$ cat src/rtl/acumulador_ventana_16.sv
// acumulador_ventana_16: walks a 16:1 window mux (seleccion 0..15) and produces sum, mean and max of the 16 samples.
// Latency: 16 cycles from the edge that samples inicio to valido_salida; back-to-back windows every 17 cycles.
// Backpressure: results and valido_salida are held in ENTREGAR until aceptar; inicio is ignored meanwhile.
//
// Ports:
//   clk, reset_n        clock, synchronous active-low reset
//   inicio              start request (REPOSO, or ENTREGAR together with aceptar)
//   dato_mux            mux output for the current seleccion (combinational, same cycle)
//   seleccion           registered mux select
//   ocupado             high while accumulating
//   valido_salida       result valid, held until aceptar
//   aceptar             downstream accept
//   suma/promedio/maximo registered window results
//
// Optional build macro REDONDEO_EN: mean rounds half up ((sum+8)>>4, clamped) instead of truncating.

module acumulador_ventana_16 #(
  parameter int BITS_DATOS = 8
) (
  input  logic                  clk,
  input  logic                  reset_n,
  input  logic                  inicio,
  input  logic [BITS_DATOS-1:0] dato_mux,
  output logic [3:0]            seleccion,
  output logic                  ocupado,
  output logic                  valido_salida,
  input  logic                  aceptar,
  output logic [BITS_DATOS+3:0] suma,
  output logic [BITS_DATOS-1:0] promedio,
  output logic [BITS_DATOS-1:0] maximo
);

  localparam int SW = BITS_DATOS + 4;

  typedef enum logic [1:0] {
    REPOSO   = 2'd0,
    ACUMULAR = 2'd1,
    ENTREGAR = 2'd2
  } estado_t;

  estado_t               estado_q, estado_d;
  logic [3:0]            seleccion_q, seleccion_d;
  logic [SW-1:0]         acum_q, acum_d;
  logic [BITS_DATOS-1:0] max_q, max_d;
  logic                  valido_q, valido_d;
  logic [SW-1:0]         suma_q, suma_d;
  logic [BITS_DATOS-1:0] promedio_q, promedio_d;
  logic [BITS_DATOS-1:0] maximo_q, maximo_d;

  // Running values including the sample on the mux this cycle.
  logic [SW-1:0]         suma_fin;
  logic [BITS_DATOS-1:0] max_fin;
  logic [BITS_DATOS-1:0] promedio_calc;

  assign suma_fin = acum_q + {4'b0000, dato_mux};
  assign max_fin  = (dato_mux > max_q) ? dato_mux : max_q;

`ifdef REDONDEO_EN
  // One extra bit so the +8 cannot wrap; the clamp can never trigger for
  // a 16-sample sum but keeps the result well defined.
  logic [SW:0] redondeo;
  logic [SW:0] desplazado;
  localparam logic [SW:0] MAX_PROM = {{5{1'b0}}, {BITS_DATOS{1'b1}}};

  always_comb begin
    redondeo      = {1'b0, suma_fin} + (SW+1)'(8);
    desplazado    = redondeo >> 4;
    promedio_calc = (desplazado > MAX_PROM) ? {BITS_DATOS{1'b1}} : desplazado[BITS_DATOS-1:0];
  end
`else
  assign promedio_calc = suma_fin[SW-1:4];
`endif

  always_comb begin
    estado_d    = estado_q;
    seleccion_d = seleccion_q;
    acum_d      = acum_q;
    max_d       = max_q;
    valido_d    = valido_q;
    suma_d      = suma_q;
    promedio_d  = promedio_q;
    maximo_d    = maximo_q;

    case (estado_q)
      REPOSO: begin
        seleccion_d = 4'd0;
        if (inicio) begin
          estado_d = ACUMULAR;
          acum_d   = '0;
          max_d    = '0;
        end
      end

      ACUMULAR: begin
        acum_d = suma_fin;
        max_d  = max_fin;
        if (seleccion_q == 4'd15) begin
          suma_d      = suma_fin;
          maximo_d    = max_fin;
          promedio_d  = promedio_calc;
          seleccion_d = 4'd0;
          valido_d    = 1'b1;
          estado_d    = ENTREGAR;
        end else begin
          seleccion_d = seleccion_q + 4'd1;
        end
      end

      ENTREGAR: begin
        if (aceptar) begin
          valido_d = 1'b0;
          if (inicio) begin
            // Restart immediately so consecutive windows have no idle gap.
            estado_d = ACUMULAR;
            acum_d   = '0;
            max_d    = '0;
          end else begin
            estado_d = REPOSO;
          end
        end
      end

      default: begin
        estado_d    = REPOSO;
        seleccion_d = 4'd0;
        valido_d    = 1'b0;
      end
    endcase
  end

  always_ff @(posedge clk) begin
    if (!reset_n) begin
      estado_q    <= REPOSO;
      seleccion_q <= '0;
      acum_q      <= '0;
      max_q       <= '0;
      valido_q    <= 1'b0;
      suma_q      <= '0;
      promedio_q  <= '0;
      maximo_q    <= '0;
    end else begin
      estado_q    <= estado_d;
      seleccion_q <= seleccion_d;
      acum_q      <= acum_d;
      max_q       <= max_d;
      valido_q    <= valido_d;
      suma_q      <= suma_d;
      promedio_q  <= promedio_d;
      maximo_q    <= maximo_d;
    end
  end

  assign seleccion     = seleccion_q;
  assign ocupado       = (estado_q == ACUMULAR);
  assign valido_salida = valido_q;
  assign suma          = suma_q;
  assign promedio      = promedio_q;
  assign maximo        = maximo_q;

endmodule

$ cat config.mk
export PLATFORM = sky130hd
export DESIGN_NAME = acumulador_ventana_16
export DESIGN_NICKNAME = d
export VERILOG_FILES = /design/src/rtl/acumulador_ventana_16.sv
export SDC_FILE = /design/constraint.sdc
export NUM_CORES = 1
export LEC_CHECK = 0
export ABC_AREA = 1
export CAP_MARGIN = 40
export CORE_MARGIN = 5
export CORE_UTILIZATION = 49
export CTS_CLUSTER_SIZE = 16
export DETAILED_ROUTE_END_ITERATION = 6
export GPL_TIMING_DRIVEN = 1
export PLACE_DENSITY = 0.77
export SLEW_MARGIN = 20
export SYNTH_ARGS = -nofsm -noshare
export SYNTH_HDL_FRONTEND = slang
export SYNTH_SLANG_ARGS = --single-unit
$ cat constraint.sdc
create_clock -name clk -period 1.5 [get_ports clk]
set_input_delay 0.225 -clock clk [delete_from_list [all_inputs] [get_ports clk]]
set_output_delay 0.225 -clock clk [all_outputs]
set_load 0.1 [all_outputs]
* After elaboration in Yosys (flattened, before gate mapping) *
Index checks and enable logic that the tools add are counted.

operators by class
  shifts and indexed selects = 0
  bitwise operators = 1
  multiply operators = 0
  magnitude comparators = 1
  div/mod/pow operators = 0
  add/subtract/negate cells = 2
  equal/unequal tests = 6
  mux-type cells = 17
  reduce and logical (&&, ||, !) cells = 6

operators with widths
  cell                                                              number
  12-bit case mux with 3 select lines                               1
  12-bit two-way mux                                                2
  8-bit two-way mux                                                 3
  8-bit case mux with 3 select lines                                1
  12-bit by 8-bit adder with 12-bit output                          1
  8-bit greater-than comparator                                     1
  4-bit case mux with 2 select lines                                1
  2-bit two-way mux                                                 3
  2-bit case mux with 3 select lines                                1
  3-bit AND reduction                                               2
  4-bit by 1-bit adder with 4-bit output (second input constant)    1
  4-bit == test (second input constant)                             1
  4-bit two-way mux                                                 1
  2-bit != test (second input constant)                             2
  2-bit AND reduction                                               2
  1-bit two-way mux                                                 3
  1-bit case mux with 3 select lines                                1
  3-bit nonzero test                                                1
  2-bit by 1-bit == test with 1-bit output (second input constant)  1
  2-bit == test (second input constant)                             1
  2-bit logical NOT                                                 1
  2-bit by 1-bit != test with 1-bit output (second input constant)  1
  1-bit inverter                                                    1

word-level totals
  bits in writable memories = 0
  bits in latches = 0
  flip-flop bits (word level) = 55
  input bits = 12
  bits in read-only memories = 0
  word-level logic and storage cells = 41
  memories kept = 0

* Logic depth before layout (Yosys ltp) *
Gate-level depths: netlist of the first run.

  depth in word-level cells = 3
  depth in mapped cells = 15

* Worst setup path after synthesis of the first run *
Ideal clock, no wire load.

  path type = register to register
  from = register seleccion_q[1], in the netlist seleccion[1]
  to = register suma_q[10], in the netlist suma[10]
  path slack = -535 ps
  required time = 1443 ps
  arrival = 1978 ps
  stages on the path, launching flop included = 11
  library setup time = 57 ps
  cells stage by stage = dfxtp_1 -> ha_1 -> inv_1 -> nor3_4 -> nand2_2 -> inv_2 -> buf_6 -> nor2_1 -> nor2_1 -> o21ai_1 -> inv_1

between the ends
  cells in the longest elaborated chain, start to end = 2

RTL lines
  what                                  line  source
  start, declared                       42    logic [3:0] seleccion_q, seleccion_d;
  start signal, assigned                143   seleccion_q <= seleccion_d;
  4-bit == test                         97    if (seleccion_q == 4'd15) begin
  2-bit AND reduction (no source line)  n/a
  end signal, assigned                  147   suma_q <= suma_d;
  end, declared                         46    logic [SW-1:0] suma_q, suma_d;

No other way between the ends.
A chain may end at the register's enable or synchronous reset.

* Worst setup path after layout of the first run *
  from = register max_q[5]
  to = register maximo_q[6], in the netlist maximo[6]

between the ends
  cells in the longest elaborated chain, start to end = 2

RTL lines
  what                           line  source
  start, declared                44    logic [BITS_DATOS-1:0] max_q, max_d;
  start signal, assigned         145   max_q <= max_d;
  8-bit greater-than comparator  56    assign max_fin = (dato_mux > max_q) ? dato_mux : max_q;
  8-bit two-way mux              56
  end signal, assigned           149   maximo_q <= maximo_d;
  end, declared                  48    logic [BITS_DATOS-1:0] maximo_q, maximo_d;

No other way between the ends.

==> results of run 1 <==
==> final timing paths <==
check | startpoint | endpoint | cells after the start
setup / recovery | max_q[5] | maximo[6] | 11
hold / removal | max_q[3] | max_q[3] | 2
setup reg to reg | max_q[5] | maximo[6] | 11
hold reg to reg | max_q[3] | max_q[3] | 2
==> layout make-up <==
| type | instances | area, µm² |
|---|---|---|
| multi-input cells | 293 | 2050 |
| fillers | 310 | 955 |
| repair buffers | 87 | 1160 |
| inverters | 60 | 225 |
| well taps | 72 | 90.1 |
| clock inverters | 3 | 38.8 |
| flip-flops and latches | 47 | 983 |
| clock buffers | 5 | 68.8 |
==> power by group through the flow <==
stage          logic [µW]  clock network (µW)  registers, µW
3_5_place_dp          703                   0           1340
5_1_grt              1090                 993           1330
2_1_floorplan         430                   0           1350
6_report             1020                 949           1320
3_3_place_gp          686                   0           1330
4_1_cts               824                 950           1320
==> critical path: cells and delay by family, from the launching register on <==
kind	cells	cell delay [ns]
adders and majority gates	1	0.30
buffers and inverters	2	0.12
DFF	1	0.37
and+or+nand+nor	8	0.90
==> registers in the layout, indices dropped and copies added, names as in the netlist <==
signal / flops
acum_q: 12
estado_q: 2
max_q: 8
maximo: 8
seleccion: 4
suma: 12
valido_salida: 1
==> synth_stat cells (4+ instances only) <==
library cell / number / share of area
buf_6: 5 / 0.020
nand3_1: 31 / 0.055
nor2_1: 47 / 0.062
nand4_1: 4 / 0.0088
dfxtp_1: 47 / 0.33
o21ai_1: 4 / 0.0070
buf_4: 9 / 0.024
inv_1: 56 / 0.074
nand2_1: 115 / 0.15
o21ai_0: 9 / 0.016
a21oi_1: 31 / 0.055
inv_2: 4 / 0.0053
clkbuf_1: 5 / 0.0066
nand2_2: 9 / 0.020
ha_1: 17 / 0.075
==> through the flow <==
step / utilization / worst slack [ns] / hold slack (ns) / total power (µW)
final: 0.829 / -0.318 / 0.478 / 3300
after global routing: 0.829 / -0.420 / 0.490 / 3410
after CTS: 0.778 / -0.129 / 0.472 / 3090
after detailed placement: 0.701 / -0.636 / 0.462 / 2040
after global placement: 0.701 / -0.618 / 0.451 / 2020
after floorplan: - / 0.000559 / 0.348 / 1780
==> layout by cell type (no fill, tap or decap), drive strengths merged <==
master / n
xnor2: 2
nand4: 5
dlygate4sd2: 6
fa: 1
dfxtp: 47
inv: 60
o211ai: 2
ha: 17
xor2: 3
a21o: 2
nor2: 50
or2: 1
a22oi: 1
o21ai: 13
nand3: 32
clkinv: 2
nor3: 3
bufinv: 1
clkbuf: 6
clkdlybuf4s50: 3
clkdlybuf4s15: 1
buf: 76
nand2: 127
a221oi: 1
nand3b: 2
a21oi: 31
==> cells by family (layout without fill, tap and decap cells) <==
logic type | after synthesis | in the layout | synth area share
flops | 47 | 47 | 0.331
fa+ha+maj | 18 | 18 | 0.0818
compound gates | 50 | 50 | 0.0936
xor+xnor | 5 | 5 | 0.0154
buf+inv | 81 | 155 | 0.133
simple gates | 219 | 220 | 0.346
==> what timing repair did <==
action	4_1_cts	5_1_grt
setup endpoints to repair	36	36
resized for setup	69	58
hold buffers	0	0
setup buffers	6	6
pin swaps	20	21
gates cloned	1	0
==> layer usage <==
layer / vias to the layer above / wire (µm) / track usage
met2: 191 / 5200 / 0.435
met3: 67 / 712 / 0.0333
met4: 0 / 699 / 0.116
met1: 1540 / 3730 / 0.271
li1: 1460 / - / -
met5: - / 0 / 0
==> flow_summary.ini, run 1 <==
[floorplan]
initial_core_util = 0.511
rows = 27
die_y_um = 86.2
fp.coreArea_um2 = 5570
chipWidth_um = 86.2
die-area_um2 = 7430
pin_count = 46

[cts]
clockBufferDepth = 2
clk_pin_slew_ns = 0.10
h-tree-depth = 2
cts_inserted_buffers = 5
insertion_delay_ns = 0.31
clock-sinks = 47
tritoncts = built
clock-root-buffer = clkbuf_8

[yosys]
async_reset_ff_frac = 0
synthDistinctLibCells = 32
syn_nets = 450
syn_inst = 420
synth-edff-count = 0
synth-seq-cells = 47
yosysSeqAreaShare = 0.331
synth.avg_cell_area_um2 = 6.78
syn_area_um2 = 2850
synth_flop_cell = dfxtp_1
synth-warning-count = 0

[global_routing]
antenna_found_initial = 0
grt_start_max_net_pins = 24
gr-usage-all-layers = 0.238
gr-total-overflow = 0
grt_pass1_wl_mm = 14.0
grt_pass1_vias = 3059

[run]
cap_viol_max_count = 0

[worst_setup_path]
crit_top_cell = nand2_1
worstSetupPathType = reg2reg
worst_setup_path_end_kind = flop
worst-path-max-fanout = 8
worstPathCellList = inv_2 -> ha_4 -> nand2_4 -> nor2_4 -> nand4_4 -> nand2_8 -> nand2_2 -> nand2_1 -> nand2_1 -> nand2_1 -> inv_1
r2r_setup_slack_ns = -0.32
start_kind = flop
arrival_ns = 2.03
max_stage_delay_ns = 0.37
crit_required_ns = 1.71
crit_slowest_cell = dfxtp_2

[power_and_ir_drop]
swShare = 0.334
ir_drop_mv = 0.498
switching_power_uw = 1100
p_int_uw = 2200
powerDensity_nw_per_um2 = 714
p_seq_frac = 0.402
p_comb_frac = 0.311
leakage_uw = 0.00204
p_clk_frac = 0.288

[drt]
viasPerCell = 5.75
ant_nets = 0
drcViolationCount = 0
via_count = 3258
drt-total-wl_mm = 10.3
drtPass1Iterations = 5
wl_per_cell_um = 18.2
drtIter0Drc = 235

[timing]
fin_worst_skew_ns = 0.00847
min_period_ns = 1.82
tns_ns = -4.43
period_share = 1.21
setup_viol = 32
slew_headroom = 0.765
drv_slew = 0
max_freq_ghz = 0.550
rsz0062_at_grt = yes
tightest_slew_ns = 0.352
finalHoldViolCount = 0
setup_ws_ns = -0.318

[worst_hold_path]
hold_path.class = reg2reg

[placed_design]
port_buffers = 45
hpwl_mm = 5.72
gp_congestion = 0.921
dp.cells = 546
post_dp_cell_area_um2 = 3910

[layout]
drive_above_1_share = 0.436
final_cell_count_no_fill = 567
nets = 524
syn2layout_area_growth_pct = 62.3
design_area_um2 = 4620
antenna_cells = 0

[status]
violations = setup timing
status = finished with violations
(Power assumes the default switching activity.)
==> run 2, diff against run 1 <==
- ABC_AREA: 1 -> unset
- CORE_MARGIN: 5 -> 2
- CORE_UTILIZATION: 49 -> 48
==> run 2 against run 1 <==
The run still ends with setup timing left. Flip-flop and latch count did not move. Synthesized area fell by 7.8%. Cell count fell by 11%. Combinational power rose by 20%. Core utilization rose by 14 points. Clock skew barely moved. Sequential share of layout area fell by 1.8 points. Die area fell by 18%. Routed wire length rose by 55%. Count of clock-buffer cells in the layout did not move. First-iteration DRC count rose to 2.5 times the previous value. Cell area rose by 9.0%. Critical path type unchanged.
==> flow_summary.ini, run 2 <==
[placed_design]
dp.cells = 468
hpwl_mm = 6.22
gp_congestion = 0.906
port_buffers = 45
post_dp_cell_area_um2 = 4160

[worst_setup_path]
worst_setup_path_end_kind = flop
r2r-end = acum_q[8]
worstSetupPathType = reg2reg
start_kind = flop
worstPathCellList = ha_4 -> fa_2 -> a21o_1 -> buf_6 -> a22oi_2 -> a21oi_2 -> o21ai_0 -> mux2i_1
crit_buf_inv = 1
r2r_cells = 8
crit_required_ns = 1.69
max_stage_delay_ns = 0.39
rr_startpoint = acum_q[0]
arrival_ns = 2.41
critPathTopFamily = compound AO/OA/AOI/OAI gates
worst-path-max-fanout = 3
crit_slowest_cell = o21ai_0
r2r_setup_slack_ns = -0.72

[global_routing]
grt_pass1_wl_mm = 18.2
gr-usage-all-layers = 0.392
grt_pass1_vias = 3447
antenna_found_initial = 0
gr-total-overflow = 0
grt_start_max_net_pins = 15

[drt]
drcViolationCount = 0
wl_per_cell_um = 31.7
drtPass1Iterations = 7
drtIter0Drc = 593
via_count = 3746
drt-total-wl_mm = 16.1
ant_nets = 0
viasPerCell = 7.39

[timing]
fin_worst_skew_ns = 0.00810
max_freq_ghz = 0.449
period_share = 1.48
min_period_ns = 2.22
finalHoldViolCount = 0
setup_viol = 40
tightest_slew_ns = 0.492
setup_ws_ns = -0.725
slew_headroom = 0.671
drv_slew = 0
tns_ns = -16.98
rsz0062_at_grt = yes

[power_and_ir_drop]
leakage_uw = 0.00194
ir_drop_mv = 1.06
powerDensity_nw_per_um2 = 667

[yosys]
synth_common_cells = 47 x dfxtp_1, 29 x nor2_1, 23 x a21oi_1, 23 x nand2_1, 18 x o21ai_0
yosys.area.top_type = dfxtp_1
synth-warning-count = 0
syn_nets = 335
synth_most_common_cell = dfxtp_1
synth-seq-cells = 47
synth_top_area_share = 0.359
synth.avg_cell_area_um2 = 8.60
synth-edff-count = 0
synthDistinctLibCells = 51
synth_flop_cell = dfxtp_1
async_reset_ff_frac = 0
syn_inst = 305
yosysSeqAreaShare = 0.359
synthTopCellsByArea = dfxtp_1 36%, ha_1 8.1%, a21oi_1 4.4%
syn_area_um2 = 2620

[worst_hold_path]
holdPathEnd = max_q[3]
hold_path.class = in2reg
whs_path_depth = 3
min_from = dato_mux[3]

[layout]
drive_above_1_share = 0.600
final_cell_count_no_fill = 507
nets = 466
design_area_um2 = 5040
syn2layout_area_growth_pct = 92.0
final_common_cell = buf_4
antenna_cells = 0
layout_common_cells = 82 x buf_4, 38 x buf_12, 24 x nor2_1

[cts]
clock-sinks = 47
tritoncts = built
clockBufferDepth = 2
h-tree-depth = 2
insertion_delay_ns = 0.33
ctsHoldBuffers = 0
cts_inserted_buffers = 5
clk_pin_slew_ns = 0.09
clock-root-buffer = clkbuf_8

[floorplan]
fp.coreArea_um2 = 5200
rows = 26
initial_core_util = 0.504
die-area_um2 = 6070
pin_count = 46
die_y_um = 77.9
chipWidth_um = 77.9

[status]
violations = setup timing
status = finished with violations

[run]
cap_viol_max_count = 0
run 2: through the flow:
stage | setup slack, ns | total power, µW | hold slack, ns | utilization
2_1_floorplan | -0.368 | 1760 | 0.379 | -
3_3_place_gp | -0.843 | 2050 | 0.440 | 0.798
3_5_place_dp | -0.887 | 2090 | 0.470 | 0.798
4_1_cts | -0.421 | 3030 | 0.477 | 0.917
5_1_grt | -0.696 | 3410 | 0.443 | 0.968
6_report | -0.725 | 3360 | 0.454 | 0.968
run 2: power breakdown:
group / switching, µW / leakage [µW] / internal, µW / total (µW)
sequential: 41.6 / 0.000393 / 1280 / 1320
combinational: 686 / 0.00150 / 539 / 1220
clock: 490 / 0.0000477 / 321 / 811
total: 1220 / 0.00194 / 2140 / 3360
run 2: cell type report:
cell class | instances | area [µm²]
Fill cell | 93 | 168
Timing Repair Buffer | 149 | 1700
Clock buffer | 5 | 68.8
Multi-Input combinational cell | 216 | 2130
Inverter | 17 | 63.8
Sequential cell | 47 | 980
Clock inverter | 3 | 15.0
Tap cell | 70 | 87.6
run 2: tightest hold or removal path: cells and delay by family:
family                 cells  cell delay [ns]
AO/OA/AOI/OAI              1             0.19
buffers and inverters      2             0.33
run 2: worst max-delay path by stage:
stage | slack (ns) | cells after the start | end | startpoint
floorplan | -0.37 | 8 | max_q[7] | max_q[1]
global placement | -0.84 | 8 | suma[10] | dato_mux[0]
detailed placement | -0.89 | 8 | suma[10] | dato_mux[0]
CTS | -0.42 | 7 | suma[10] | acum_q[0]
global route | -0.70 | 8 | acum_q[8] | acum_q[0]
finish | -0.72 | 8 | acum_q[8] | acum_q[0]
run 2: repair_timing:
action                     CTS  global route
hold endpoints to repair     0             0
pin swaps                   30            30
gates cloned                 2             1
resized for setup           81            40
setup endpoints to repair   40            39
setup buffers               18            11
run 2: cells by family (layout without fill, tap and decap cells):
logic type               count (synthesis)  in the layout  share of synthesized area
AO/OA/AOI/OAI                          101            102                      0.278
XOR/XNOR                                 9              9                     0.0300
buffers and inverters                   43            174                     0.0801
adder cells (fa/ha/maj)                 18             18                     0.0887
multiplexers                             4              4                     0.0162
flip-flops                              47             47                      0.359
AND/OR/NAND/NOR                         83             83                      0.148
run 2: layer usage:
layer / up-vias / routed length, µm / global-route usage
met5: - / 0 / 0
met4: 0 / 1840 / 0.235
met3: 217 / 2100 / 0.0837
met2: 436 / 6990 / 0.691
met1: 1721 / 5120 / 0.430
li1: 1372 / - / -
==> run 3, diff against run 2 <==
- HOLD_SLACK_MARGIN: unset -> 0.15
==> results of run 3 <==
The final DEF is identical to that of run 2; final timing and power are the same.
